===== src/rtl/ddr_pkg.sv =====
// Shared types and default timing for the DDR command scheduler.
// Timing parameters are in CLK cycles and are expected to be at least 2.
package ddr_pkg;

  localparam int ROW_W  = 15;
  localparam int COL_W  = 10;
  localparam int BANK_W = 3;
  localparam int WAIT_W = 16;

  localparam int DEF_T_REFI  = 64;
  localparam int DEF_T_RFC   = 10;
  localparam int DEF_T_RCD   = 3;
  localparam int DEF_T_RW    = 4;
  localparam int DEF_T_RP    = 3;
  localparam int DEF_REF_MAX = 8;

  typedef enum logic [3:0] {
    ST_INIT,
    ST_IDLE,
    ST_REF_ISSUE,
    ST_REF_WAIT,
    ST_ACT_ISSUE,
    ST_ACT_WAIT,
    ST_RW_ISSUE,
    ST_RW_WAIT,
    ST_PRE_ISSUE,
    ST_PRE_WAIT
  } state_t;

  typedef enum logic {
    DIR_WR = 1'b0,
    DIR_RD = 1'b1
  } dir_t;

  typedef struct packed {
    logic [ROW_W-1:0]  row;
    logic [COL_W-1:0]  col;
    logic [BANK_W-1:0] bank;
    dir_t              dir;
  } access_t;

  // A gap of t cycles after an issue cycle spends t-1 cycles in the wait
  // state; the wait counter runs down to zero, so it is loaded with t-2.
  function automatic logic [WAIT_W-1:0] wait_load(input int t);
    return (t < 2) ? '0 : WAIT_W'(t - 2);
  endfunction

endpackage


===== src/rtl/ddr_cmd_scheduler_if.sv =====
// Requester / command-sequencer bundle for the DDR command scheduler.
interface ddr_cmd_scheduler_if;
  import ddr_pkg::*;

  logic              init_done;

  logic              wr_req;
  logic [ROW_W-1:0]  wr_row;
  logic [COL_W-1:0]  wr_col;
  logic [BANK_W-1:0] wr_bank;
  logic              wr_ack;

  logic              rd_req;
  logic [ROW_W-1:0]  rd_row;
  logic [COL_W-1:0]  rd_col;
  logic [BANK_W-1:0] rd_bank;
  logic              rd_ack;

  logic              REF;
  logic              ACT;
  logic              WRITE;
  logic              READ;
  logic              PRE;
  logic [ROW_W-1:0]  Addr_Row;
  logic [COL_W-1:0]  Addr_Column;
  logic [BANK_W-1:0] BA_out;
  logic              A_10;
  logic              A_12;
  logic              ref_overflow;

  modport master (
    output init_done,
    output wr_req, wr_row, wr_col, wr_bank,
    output rd_req, rd_row, rd_col, rd_bank,
    input  wr_ack, rd_ack,
    input  REF, ACT, WRITE, READ, PRE,
    input  Addr_Row, Addr_Column, BA_out, A_10, A_12,
    input  ref_overflow
  );

  modport slave (
    input  init_done,
    input  wr_req, wr_row, wr_col, wr_bank,
    input  rd_req, rd_row, rd_col, rd_bank,
    output wr_ack, rd_ack,
    output REF, ACT, WRITE, READ, PRE,
    output Addr_Row, Addr_Column, BA_out, A_10, A_12,
    output ref_overflow
  );

endinterface


===== src/rtl/ddr_ref_timer.sv =====
// Free-running refresh interval counter and saturating pending-refresh count.
// wrap is a same-cycle lookahead so the scheduler can issue REF on the wrap edge.
module ddr_ref_timer import ddr_pkg::*; #(
  parameter int T_REFI  = DEF_T_REFI,
  parameter int REF_MAX = DEF_REF_MAX,
  localparam int PEND_W = $clog2(REF_MAX + 1)
) (
  input  logic              clk,
  input  logic              reset,
  input  logic              enable,
  input  logic              ref_issue,
  output logic              wrap,
  output logic [PEND_W-1:0] ref_pend,
  output logic              ref_overflow
);

  localparam int CNT_W = (T_REFI > 1) ? $clog2(T_REFI) : 1;

  logic [CNT_W-1:0]  cnt;
  logic [PEND_W-1:0] pend_next;

  assign wrap = enable && (cnt == CNT_W'(T_REFI - 1));

  always_comb begin
    // NOTE: default assignment first, so every path drives pend_next and no latch is inferred.
    pend_next = ref_pend;
    if (wrap && !ref_issue) begin
      if (ref_pend != PEND_W'(REF_MAX)) pend_next = ref_pend + 1'b1;
    end else if (ref_issue && !wrap && ref_pend != '0) begin
      pend_next = ref_pend - 1'b1;
    end
  end

  always_ff @(posedge clk) begin
    // NOTE: non-blocking assignments for all state, so every register sees pre-edge values.
    if (reset) begin
      cnt          <= '0;
      ref_pend     <= '0;
      ref_overflow <= 1'b0;
    end else begin
      if (enable) cnt <= wrap ? '0 : cnt + 1'b1;
      ref_pend <= pend_next;
      if (pend_next == PEND_W'(REF_MAX)) ref_overflow <= 1'b1;
    end
  end

endmodule


===== src/rtl/ddr_cmd_scheduler.sv =====
// Closed-page DDR command scheduler: refresh first, then alternating write/read
// grants, each running ACT -> WRITE/READ -> PRE with registered command pulses.
module ddr_cmd_scheduler import ddr_pkg::*; #(
  parameter int T_REFI  = DEF_T_REFI,
  parameter int T_RFC   = DEF_T_RFC,
  parameter int T_RCD   = DEF_T_RCD,
  parameter int T_RW    = DEF_T_RW,
  parameter int T_RP    = DEF_T_RP,
  parameter int REF_MAX = DEF_REF_MAX
) (
  input logic                CLK,
  input logic                RESET,
  ddr_cmd_scheduler_if.slave bus
);

  localparam int PEND_W = $clog2(REF_MAX + 1);

  state_t            state;
  access_t           acc;
  access_t           grant;
  logic              grant_valid;
  logic              toggle_rd;
  logic [WAIT_W-1:0] wait_cnt;

  logic              wrap;
  logic [PEND_W-1:0] ref_pend;
  logic              ref_overflow;
  logic              ref_due;

  logic              cmd_ref, cmd_act, cmd_wr, cmd_rd, cmd_pre;
  logic              wr_ack_q, rd_ack_q;
  logic [ROW_W-1:0]  addr_row;
  logic [COL_W-1:0]  addr_col;
  logic [BANK_W-1:0] ba;
  logic              a10, a12;

  ddr_ref_timer #(
    .T_REFI  (T_REFI),
    .REF_MAX (REF_MAX)
  ) u_ref_timer (
    .clk          (CLK),
    .reset        (RESET),
    .enable       (state != ST_INIT),
    .ref_issue    (state == ST_REF_ISSUE),
    .wrap         (wrap),
    .ref_pend     (ref_pend),
    .ref_overflow (ref_overflow)
  );

  // A wrap this cycle counts as pending so REF lands exactly on the interval.
  assign ref_due     = (ref_pend != '0) || wrap;
  assign grant_valid = bus.wr_req || bus.rd_req;

  always_comb begin
    grant = '{row: bus.wr_row, col: bus.wr_col, bank: bus.wr_bank, dir: DIR_WR};
    if (bus.rd_req && (!bus.wr_req || toggle_rd))
      grant = '{row: bus.rd_row, col: bus.rd_col, bank: bus.rd_bank, dir: DIR_RD};
  end

  // NOTE: the latched access is datapath only; it is written at grant before any state reads it, so it has no reset.
  always_ff @(posedge CLK) begin
    if (state == ST_IDLE && !ref_due && grant_valid) acc <= grant;
  end

  always_ff @(posedge CLK) begin
    if (RESET) begin
      state     <= ST_INIT;
      toggle_rd <= 1'b0;
      wait_cnt  <= '0;
      cmd_ref   <= 1'b0;
      cmd_act   <= 1'b0;
      cmd_wr    <= 1'b0;
      cmd_rd    <= 1'b0;
      cmd_pre   <= 1'b0;
      wr_ack_q  <= 1'b0;
      rd_ack_q  <= 1'b0;
      addr_row  <= '0;
      addr_col  <= '0;
      ba        <= '0;
      a10       <= 1'b0;
      a12       <= 1'b0;
    end else begin
      cmd_ref  <= 1'b0;
      cmd_act  <= 1'b0;
      cmd_wr   <= 1'b0;
      cmd_rd   <= 1'b0;
      cmd_pre  <= 1'b0;
      wr_ack_q <= 1'b0;
      rd_ack_q <= 1'b0;

      unique case (state)
        ST_INIT: begin
          if (bus.init_done) state <= ST_IDLE;
        end

        ST_IDLE: begin
          if (ref_due) begin
            state   <= ST_REF_ISSUE;
            cmd_ref <= 1'b1;
          end else if (grant_valid) begin
            state     <= ST_ACT_ISSUE;
            toggle_rd <= (grant.dir == DIR_WR);
            cmd_act   <= 1'b1;
            addr_row  <= grant.row;
            ba        <= grant.bank;
          end
        end

        ST_REF_ISSUE: begin
          state    <= ST_REF_WAIT;
          wait_cnt <= wait_load(T_RFC);
        end

        ST_REF_WAIT: begin
          if (wait_cnt == '0) state <= ST_IDLE;
          else                wait_cnt <= wait_cnt - 1'b1;
        end

        ST_ACT_ISSUE: begin
          state    <= ST_ACT_WAIT;
          wait_cnt <= wait_load(T_RCD);
        end

        ST_ACT_WAIT: begin
          if (wait_cnt == '0) begin
            state    <= ST_RW_ISSUE;
            cmd_wr   <= (acc.dir == DIR_WR);
            cmd_rd   <= (acc.dir == DIR_RD);
            wr_ack_q <= (acc.dir == DIR_WR);
            rd_ack_q <= (acc.dir == DIR_RD);
            addr_col <= acc.col;
            ba       <= acc.bank;
            a10      <= 1'b0;
            a12      <= 1'b1;
          end else begin
            wait_cnt <= wait_cnt - 1'b1;
          end
        end

        ST_RW_ISSUE: begin
          state    <= ST_RW_WAIT;
          wait_cnt <= wait_load(T_RW);
        end

        ST_RW_WAIT: begin
          if (wait_cnt == '0) begin
            state   <= ST_PRE_ISSUE;
            cmd_pre <= 1'b1;
            a10     <= 1'b0;
            ba      <= acc.bank;
          end else begin
            wait_cnt <= wait_cnt - 1'b1;
          end
        end

        ST_PRE_ISSUE: begin
          state    <= ST_PRE_WAIT;
          wait_cnt <= wait_load(T_RP);
        end

        ST_PRE_WAIT: begin
          if (wait_cnt == '0) state <= ST_IDLE;
          else                wait_cnt <= wait_cnt - 1'b1;
        end

        default: state <= ST_INIT;
      endcase
    end
  end

  assign bus.REF          = cmd_ref;
  assign bus.ACT          = cmd_act;
  assign bus.WRITE        = cmd_wr;
  assign bus.READ         = cmd_rd;
  assign bus.PRE          = cmd_pre;
  assign bus.wr_ack       = wr_ack_q;
  assign bus.rd_ack       = rd_ack_q;
  assign bus.Addr_Row     = addr_row;
  assign bus.Addr_Column  = addr_col;
  assign bus.BA_out       = ba;
  assign bus.A_10         = a10;
  assign bus.A_12         = a12;
  assign bus.ref_overflow = ref_overflow;

endmodule


===== src/flat_wrapper.sv =====
// flat-port wrapper written by rule: the top's interface ports become plain ports
module ddr_cmd_scheduler_flat import ddr_pkg::*;
#(
  parameter int T_REFI  = DEF_T_REFI,
  parameter int T_RFC   = DEF_T_RFC,
  parameter int T_RCD   = DEF_T_RCD,
  parameter int T_RW    = DEF_T_RW,
  parameter int T_RP    = DEF_T_RP,
  parameter int REF_MAX = DEF_REF_MAX
)
  (CLK, RESET, bus_init_done, bus_wr_req, bus_wr_row, bus_wr_col, bus_wr_bank, bus_rd_req, bus_rd_row, bus_rd_col, bus_rd_bank, bus_wr_ack, bus_rd_ack, bus_REF, bus_ACT, bus_WRITE, bus_READ, bus_PRE, bus_Addr_Row, bus_Addr_Column, bus_BA_out, bus_A_10, bus_A_12, bus_ref_overflow);
  ddr_cmd_scheduler_if bus_i ();
  input logic CLK;
  input logic RESET;
  input wire logic [$bits(bus_i.init_done)-1:0] bus_init_done;
  input wire logic [$bits(bus_i.wr_req)-1:0] bus_wr_req;
  input wire logic [$bits(bus_i.wr_row)-1:0] bus_wr_row;
  input wire logic [$bits(bus_i.wr_col)-1:0] bus_wr_col;
  input wire logic [$bits(bus_i.wr_bank)-1:0] bus_wr_bank;
  input wire logic [$bits(bus_i.rd_req)-1:0] bus_rd_req;
  input wire logic [$bits(bus_i.rd_row)-1:0] bus_rd_row;
  input wire logic [$bits(bus_i.rd_col)-1:0] bus_rd_col;
  input wire logic [$bits(bus_i.rd_bank)-1:0] bus_rd_bank;
  output wire logic [$bits(bus_i.wr_ack)-1:0] bus_wr_ack;
  output wire logic [$bits(bus_i.rd_ack)-1:0] bus_rd_ack;
  output wire logic [$bits(bus_i.REF)-1:0] bus_REF;
  output wire logic [$bits(bus_i.ACT)-1:0] bus_ACT;
  output wire logic [$bits(bus_i.WRITE)-1:0] bus_WRITE;
  output wire logic [$bits(bus_i.READ)-1:0] bus_READ;
  output wire logic [$bits(bus_i.PRE)-1:0] bus_PRE;
  output wire logic [$bits(bus_i.Addr_Row)-1:0] bus_Addr_Row;
  output wire logic [$bits(bus_i.Addr_Column)-1:0] bus_Addr_Column;
  output wire logic [$bits(bus_i.BA_out)-1:0] bus_BA_out;
  output wire logic [$bits(bus_i.A_10)-1:0] bus_A_10;
  output wire logic [$bits(bus_i.A_12)-1:0] bus_A_12;
  output wire logic [$bits(bus_i.ref_overflow)-1:0] bus_ref_overflow;
  assign bus_i.init_done = bus_init_done;
  assign bus_i.wr_req = bus_wr_req;
  assign bus_i.wr_row = bus_wr_row;
  assign bus_i.wr_col = bus_wr_col;
  assign bus_i.wr_bank = bus_wr_bank;
  assign bus_i.rd_req = bus_rd_req;
  assign bus_i.rd_row = bus_rd_row;
  assign bus_i.rd_col = bus_rd_col;
  assign bus_i.rd_bank = bus_rd_bank;
  assign bus_wr_ack = bus_i.wr_ack;
  assign bus_rd_ack = bus_i.rd_ack;
  assign bus_REF = bus_i.REF;
  assign bus_ACT = bus_i.ACT;
  assign bus_WRITE = bus_i.WRITE;
  assign bus_READ = bus_i.READ;
  assign bus_PRE = bus_i.PRE;
  assign bus_Addr_Row = bus_i.Addr_Row;
  assign bus_Addr_Column = bus_i.Addr_Column;
  assign bus_BA_out = bus_i.BA_out;
  assign bus_A_10 = bus_i.A_10;
  assign bus_A_12 = bus_i.A_12;
  assign bus_ref_overflow = bus_i.ref_overflow;
  ddr_cmd_scheduler #(.T_REFI(T_REFI), .T_RFC(T_RFC), .T_RCD(T_RCD), .T_RW(T_RW), .T_RP(T_RP), .REF_MAX(REF_MAX)) u_core (.CLK(CLK), .RESET(RESET), .bus(bus_i));
endmodule

===== config.mk =====
export PLATFORM = sky130hd
export DESIGN_NAME = ddr_cmd_scheduler_flat
export DESIGN_NICKNAME = d
export VERILOG_FILES = /design/src/rtl/ddr_pkg.sv /design/src/rtl/ddr_cmd_scheduler_if.sv /design/src/rtl/ddr_ref_timer.sv /design/src/rtl/ddr_cmd_scheduler.sv /design/src/flat_wrapper.sv
export SDC_FILE = /design/constraint.sdc
export NUM_CORES = 1
export LEC_CHECK = 0
export CAP_MARGIN = 20
export CELL_PAD_IN_SITES_DETAIL_PLACEMENT = 0
export CELL_PAD_IN_SITES_GLOBAL_PLACEMENT = 1
export CORE_MARGIN = 2
export CORE_UTILIZATION = 39
export DETAILED_ROUTE_END_ITERATION = 6
export PLACE_DENSITY = 0.83
export SLEW_MARGIN = 40
export SYNTH_ARGS = -nofsm -noshare
export SYNTH_HDL_FRONTEND = slang
export SYNTH_SLANG_ARGS = --single-unit

===== constraint.sdc =====
create_clock -name CLK -period 7.05 [get_ports CLK]
set_input_delay 1.41 -clock CLK [delete_from_list [all_inputs] [get_ports CLK]]
set_output_delay 1.41 -clock CLK [all_outputs]
set_load 0.005 [all_outputs]

### Yosys cells after proc, flatten, opt, wreduce, memory -nomap -nowiden

Cells that the tools add are included.
W data, S select, Z words.

* bitwise logic cells: 7
* add/sub/neg operators: 4
* equality and inequality tests: 21
* reductions and logical operators: 33
* mux-type cells: 21

Operators by type and width (count)
* $pmux W16 S4: 1
* $mux W4: 9
* $pmux W4 S9: 1
* $mux W29: 1
* $eq A4 B3 Y1 const B: 4
* $logic_not A16 Y1: 1
* $mux W16: 1
* $sub A16 B1 Y16 const B: 1
* $eq A4 B4 Y1 const B: 3
* $reduce_bool A4 Y1: 3
* $ne A2 B1 Y1 const B: 5
* $reduce_or A2 Y1: 5
* $mux W3: 3
* $eq A4 B2 Y1 const B: 2
* $logic_and A1 B1 Y1: 7
* $not A1 Y1: 7
* $add A6 B1 Y6 const B: 1
* $eq A6 B6 Y1 const B: 1
* $mux W6: 1
* $ne A2 B2 Y1 const B: 3
* $pmux W3 S2: 1
* $reduce_or A3 Y1: 2
* $reduce_and A5 Y1: 1
* $add A4 B1 Y4 const B: 1
* 13 further kinds: 21

* output and inout port bits: 38
* bits of input ports: 61
* logic and storage cells: 104
* flip-flop bits (word level): 80

### Logic depth before layout (Yosys ltp)

* depth after elaboration: 8
* mapped depth: 10
* gate-level depth less buffers: 7

### Hierarchy

A second synthesis with hierarchy kept.

* cells, all modules: 448
* area, all modules: 3950.0 um2

By module, submodules not included
* ddr_cmd_scheduler: times used 1, cells each 371, sequential area each 1521.5 um2, area each 3263.1 um2
* ddr_ref_timer: times used 1, cells each 77, sequential area each 220.2 um2, area each 686.9 um2

### Worst setup path after synthesis

Ideal clock, no wire load.

* kind: input to register
* start point: input port bus_wr_req
* end point: register u_core.acc[10] (netlist name), data pin
* stages: 6
* slack: 4.445 ns
* buffers on the path: 2
* library setup time: 0.130 ns
* required time: 6.920 ns
* data arrival time: 2.475 ns
* cell sequence: nor2b_1 > nand2b_1 > clkbuf_1 > clkbuf_1 > nand2_1 > nand2_1

RTL lines
* start, declared: RTL line flat_wrapper.sv:16 `input wire logic [$bits(bus_i.wr_req)-1:0] bus_wr_req;`
* end signal, assigned: RTL line ddr_cmd_scheduler.sv:62 `if (state == ST_IDLE && !ref_due && grant_valid) acc <= grant;`
* end, declared: RTL line ddr_cmd_scheduler.sv:19 `access_t acc;`

==> out/results.ini <==
[status]
status = complete, no violations

[worst_setup_path]
critical_path_peak_fanout = 26
crit_family = buffers and inverters
crit_type = primary input to flip-flop
crit_path_cell_trace = clkdlybuf4s50_1 > nor2b_1 > nand2b_1 > clkinv_1 > nand2_1 > nand2_1
cp.required_ns = 7.16
worstSetupStartpointType = primary input
critical_path.max_stage_delay_ns = 0.60
crit_top_cell = nand2_1
critPathSlowestCell = clkinv_1
cp.arrival_ns = 3.21
cp-end-kind = flip-flop
path_buf_inv = 2

[power]
peakVddDrop_v = 0.000180
power.density_nw_per_um2 = 355
total_power_mw = 1.86
p_leak_nw = 1.96

[final_layout]
drive_above_1_share_pct = 6.22
final_nets = 607
area_delta_synth_final_pct = 31.0
antenna_cells_inserted = 0

[place]
io_buffers = 97
dp_worst_setup_slack_ns = 3.52
gp_congestion = 0.772
dp_hpwl_mm = 6.69

[synthesis]
synthMuxAreaShare_pct = 3.28
yosysWarnings = 0
synth_compound_area_share_pct = 19.2
synth_area_per_cell_um2 = 8.66
synth_edf_count = 14
synth_nets = 527
ys.flop_type = dfxtp_1
ys_async_sr_fraction_pct = 0
yosysSeqAreaShare_pct = 43.5
syn_area_um2 = 4000
synth_top_family_by_area = simple AND/OR/NAND/NOR gates
syn_inst = 462
synth_fa_ha_area_share_pct = 1.25
synth_xor_xnor_area_share_pct = 2.19
synth_simple_gate_area_share_pct = 24.5
yosysUniqueCellTypes = 72
ys_ff_latch = 80

[sta]
rsz0062_at_grt = no
finalCriticalPeriod_ns = 3.10
holdWs_ns = 0.459
relSlewSlack_pct = 48.9
maxSlewViolCount = 0
hold_viol = 0
setup_ws_ns = 3.95
final.setup.tns_ns = 0
fmax_mhz = 323
setup-violations-final = 0
min_period_over_period_pct = 44.0
tightest_slew_ns = 0.762
fin_skew_ns = 0.0137

[grt]
grt_pass1_vias = 3468
grt_pass1_wl_mm = 16.1
grt.overflow.total = 0
grt_max_degree = 49
grtUsageTotal_pct = 17.8
antenna_found_initial = 0

[detailed_routing]
drtPass1Iterations = 4
num_vias = 3557
totalWireLength_mm = 9.61
wl_per_cell_um = 14.1
post_drt_via_cell_ratio = 5.23
drt_iter0_drc = 112
ant_nets = 0
drcViolationCount = 0

[die]
die_y_um = 105
die_w_um = 105
rows = 36
io_pins = 99
core_area_um2 = 9860
design.die.area_um2 = 11100
initial_core_util_pct = 40.6

[cts]
htree_levels = 3
cts_setup_buffers = 0
cts_root_buffer = clkbuf_8
cts.sinks = 80
clock_latency_ns = 0.35
clockBufferDepth = 2
cts_hold_buf = 0
ctsResizeCount = 0
cts_tree = yes
cts_buffers = 9
clk_pin_slew_ns = 0.09

[job]
drv_cap = 0

[min_path]
worst_hold_path_type = flip-flop to flip-flop

==> through the flow <==
step / area, um2 / utilization (%) / std cells
after CTS: 5240 / 53.1 / 680
after floorplan: 4000 / - / 462
after global routing: 5240 / 53.1 / 680
after global placement: 4990 / 50.6 / 664
final: 5240 / 53.1 / 680
after detailed placement: 5000 / 50.7 / 664
==> logic make-up (layout without fill, tap and decap cells) <==
family	Yosys count	count (layout)
AND/OR/NAND/NOR	201	201
AO/OA/AOI/OAI	103	103
XOR/XNOR	10	10
buffers and inverters	50	135
adder cells (fa/ha/maj)	4	4
other	1	1
flip-flops	80	80
multiplexers	13	13
==> registers in the layout, indices dropped and copies added (netlist names) <==
name and flops:
u_core.u_ref_timer.ref_pend 4, u_core.bus.REF 1, u_core.wait_cnt 16, u_core.bus.WRITE 1, u_core.acc 14, u_core.bus.A_12 1
u_core.bus.READ 1, u_core.bus.Addr_Column 10, u_core.bus.BA_out 3, u_core.u_ref_timer.ref_overflow 1, u_core.bus.PRE 1, u_core.u_ref_timer.cnt 6
u_core.state 4, u_core.bus.Addr_Row 15, u_core.bus.ACT 1, u_core.toggle_rd 1
==> Yosys cell counts (all sizes together), types with 2 or more instances <==
| cell type | number | area share (%) |
|---|---|---|
| a211oi | 7 | 1.4 |
| a21oi | 21 | 2.6 |
| a22oi | 2 | 0.38 |
| a311oi | 19 | 4.2 |
| a32oi | 2 | 0.44 |
| a41o | 2 | 0.50 |
| and2 | 5 | 0.78 |
| and3 | 2 | 0.31 |
| buf | 13 | 2.5 |
| clkbuf | 18 | 1.7 |
| dfxtp | 66 | 33 |
| edfxtp | 14 | 11 |
| ha | 4 | 1.3 |
| inv | 18 | 1.7 |
| mux2i | 12 | 3.0 |
| nand2 | 81 | 7.6 |
| nand2b | 3 | 0.47 |
| nand3 | 10 | 1.3 |
| nand4 | 4 | 0.63 |
| nor2 | 49 | 4.6 |
| nor2b | 3 | 0.47 |
| nor3 | 12 | 1.8 |
| nor3b | 2 | 0.38 |
| nor4 | 7 | 1.4 |
| nor4b | 2 | 0.59 |
| o2111ai | 3 | 0.66 |
| o211ai | 4 | 0.75 |
| o21ai | 17 | 2.1 |
| o22ai | 2 | 0.47 |
| o311ai | 2 | 0.44 |
| o31ai | 4 | 0.75 |
| o32ai | 2 | 0.44 |
| o41ai | 5 | 1.3 |
| or2 | 2 | 0.38 |
| or3 | 6 | 0.94 |
| or3b | 2 | 0.44 |
| or4 | 4 | 0.75 |
| or4b | 4 | 1.1 |
| xnor2 | 8 | 1.8 |
| xor2 | 2 | 0.44 |
==> power breakdown <==
part	total [mW]	internal, mW	switching (mW)
registers	0.671	0.577	0.0938
clock network	0.408	0.237	0.171
logic	0.780	0.342	0.438
total	1.86	1.16	0.703
==> worst paths after layout <==
| check | startpoint | endpoint | slack, ns | cells past startpoint |
|---|---|---|---|---|
| worst max-delay path | bus_wr_req | u_core.acc[13] | 3.95 | 6 |
| worst max register to register | u_core.wait_cnt[0] | u_core.state[3] | 4.50 | 7 |
| worst min-delay path | u_core.bus.A_12 | u_core.bus.A_12 | 0.46 | 2 |
| worst min register to register | u_core.bus.A_12 | u_core.bus.A_12 | 0.46 | 2 |
==> cell type report <==
type | count | area, um2
flip-flops and latches | 80 | 1740
clock inverters | 5 | 108
clock buffers | 11 | 131
repair buffers | 100 | 991
well taps | 133 | 166
inverters | 19 | 71.3
fillers | 933 | 4620
multi-input cells | 332 | 2030
==> layout by cell type, fill, tap and decap left out, types with 3 or more instances in the layout <==
cell and instances:
nand4_1 4, o31ai_1 4, ha_1 4, or4_1 4, nand3_1 10, a21oi_1 21
buf_4 4, and2_1 4, or4b_1 3, a311oi_1 19, bufinv_16 3, nor3_1 11
a211oi_1 6, inv_1 18, mux2i_1 12, o21ai_0 15, xnor2_1 8, edfxtp_1 14
clkdlybuf4s50_1 96, nor4_1 4, nor2_1 49, dfxtp_1 66, or3_1 6, nor4_2 3
o41ai_1 4, nand2_1 81, clkbuf_8 9, nor2b_1 3, nand2b_1 3, o2111ai_1 3
o211ai_1 4
==> tightest hold or removal path: cells and delay by family, from the launching register on <==
family	cells	cell delay (ns)
buffers and inverters	1	0.05
flip-flops	1	0.32
AO/OA/AOI/OAI	1	0.05
==> per-layer routing <==
| layer | part of all wire (%) | vias to the layer above | wire (um) | global-route usage [%] |
|---|---|---|---|---|
| li1 | - | 1829 | - | - |
| met3 | 8.1 | 7 | 775 | 6.86 |
| met5 | 0 | - | 0 | 0 |
| met1 | 45 | 1631 | 4370 | 21.6 |
| met4 | 1.1 | 0 | 104 | 4.95 |
| met2 | 45 | 90 | 4360 | 29.2 |
(Power assumes the default switching activity.)
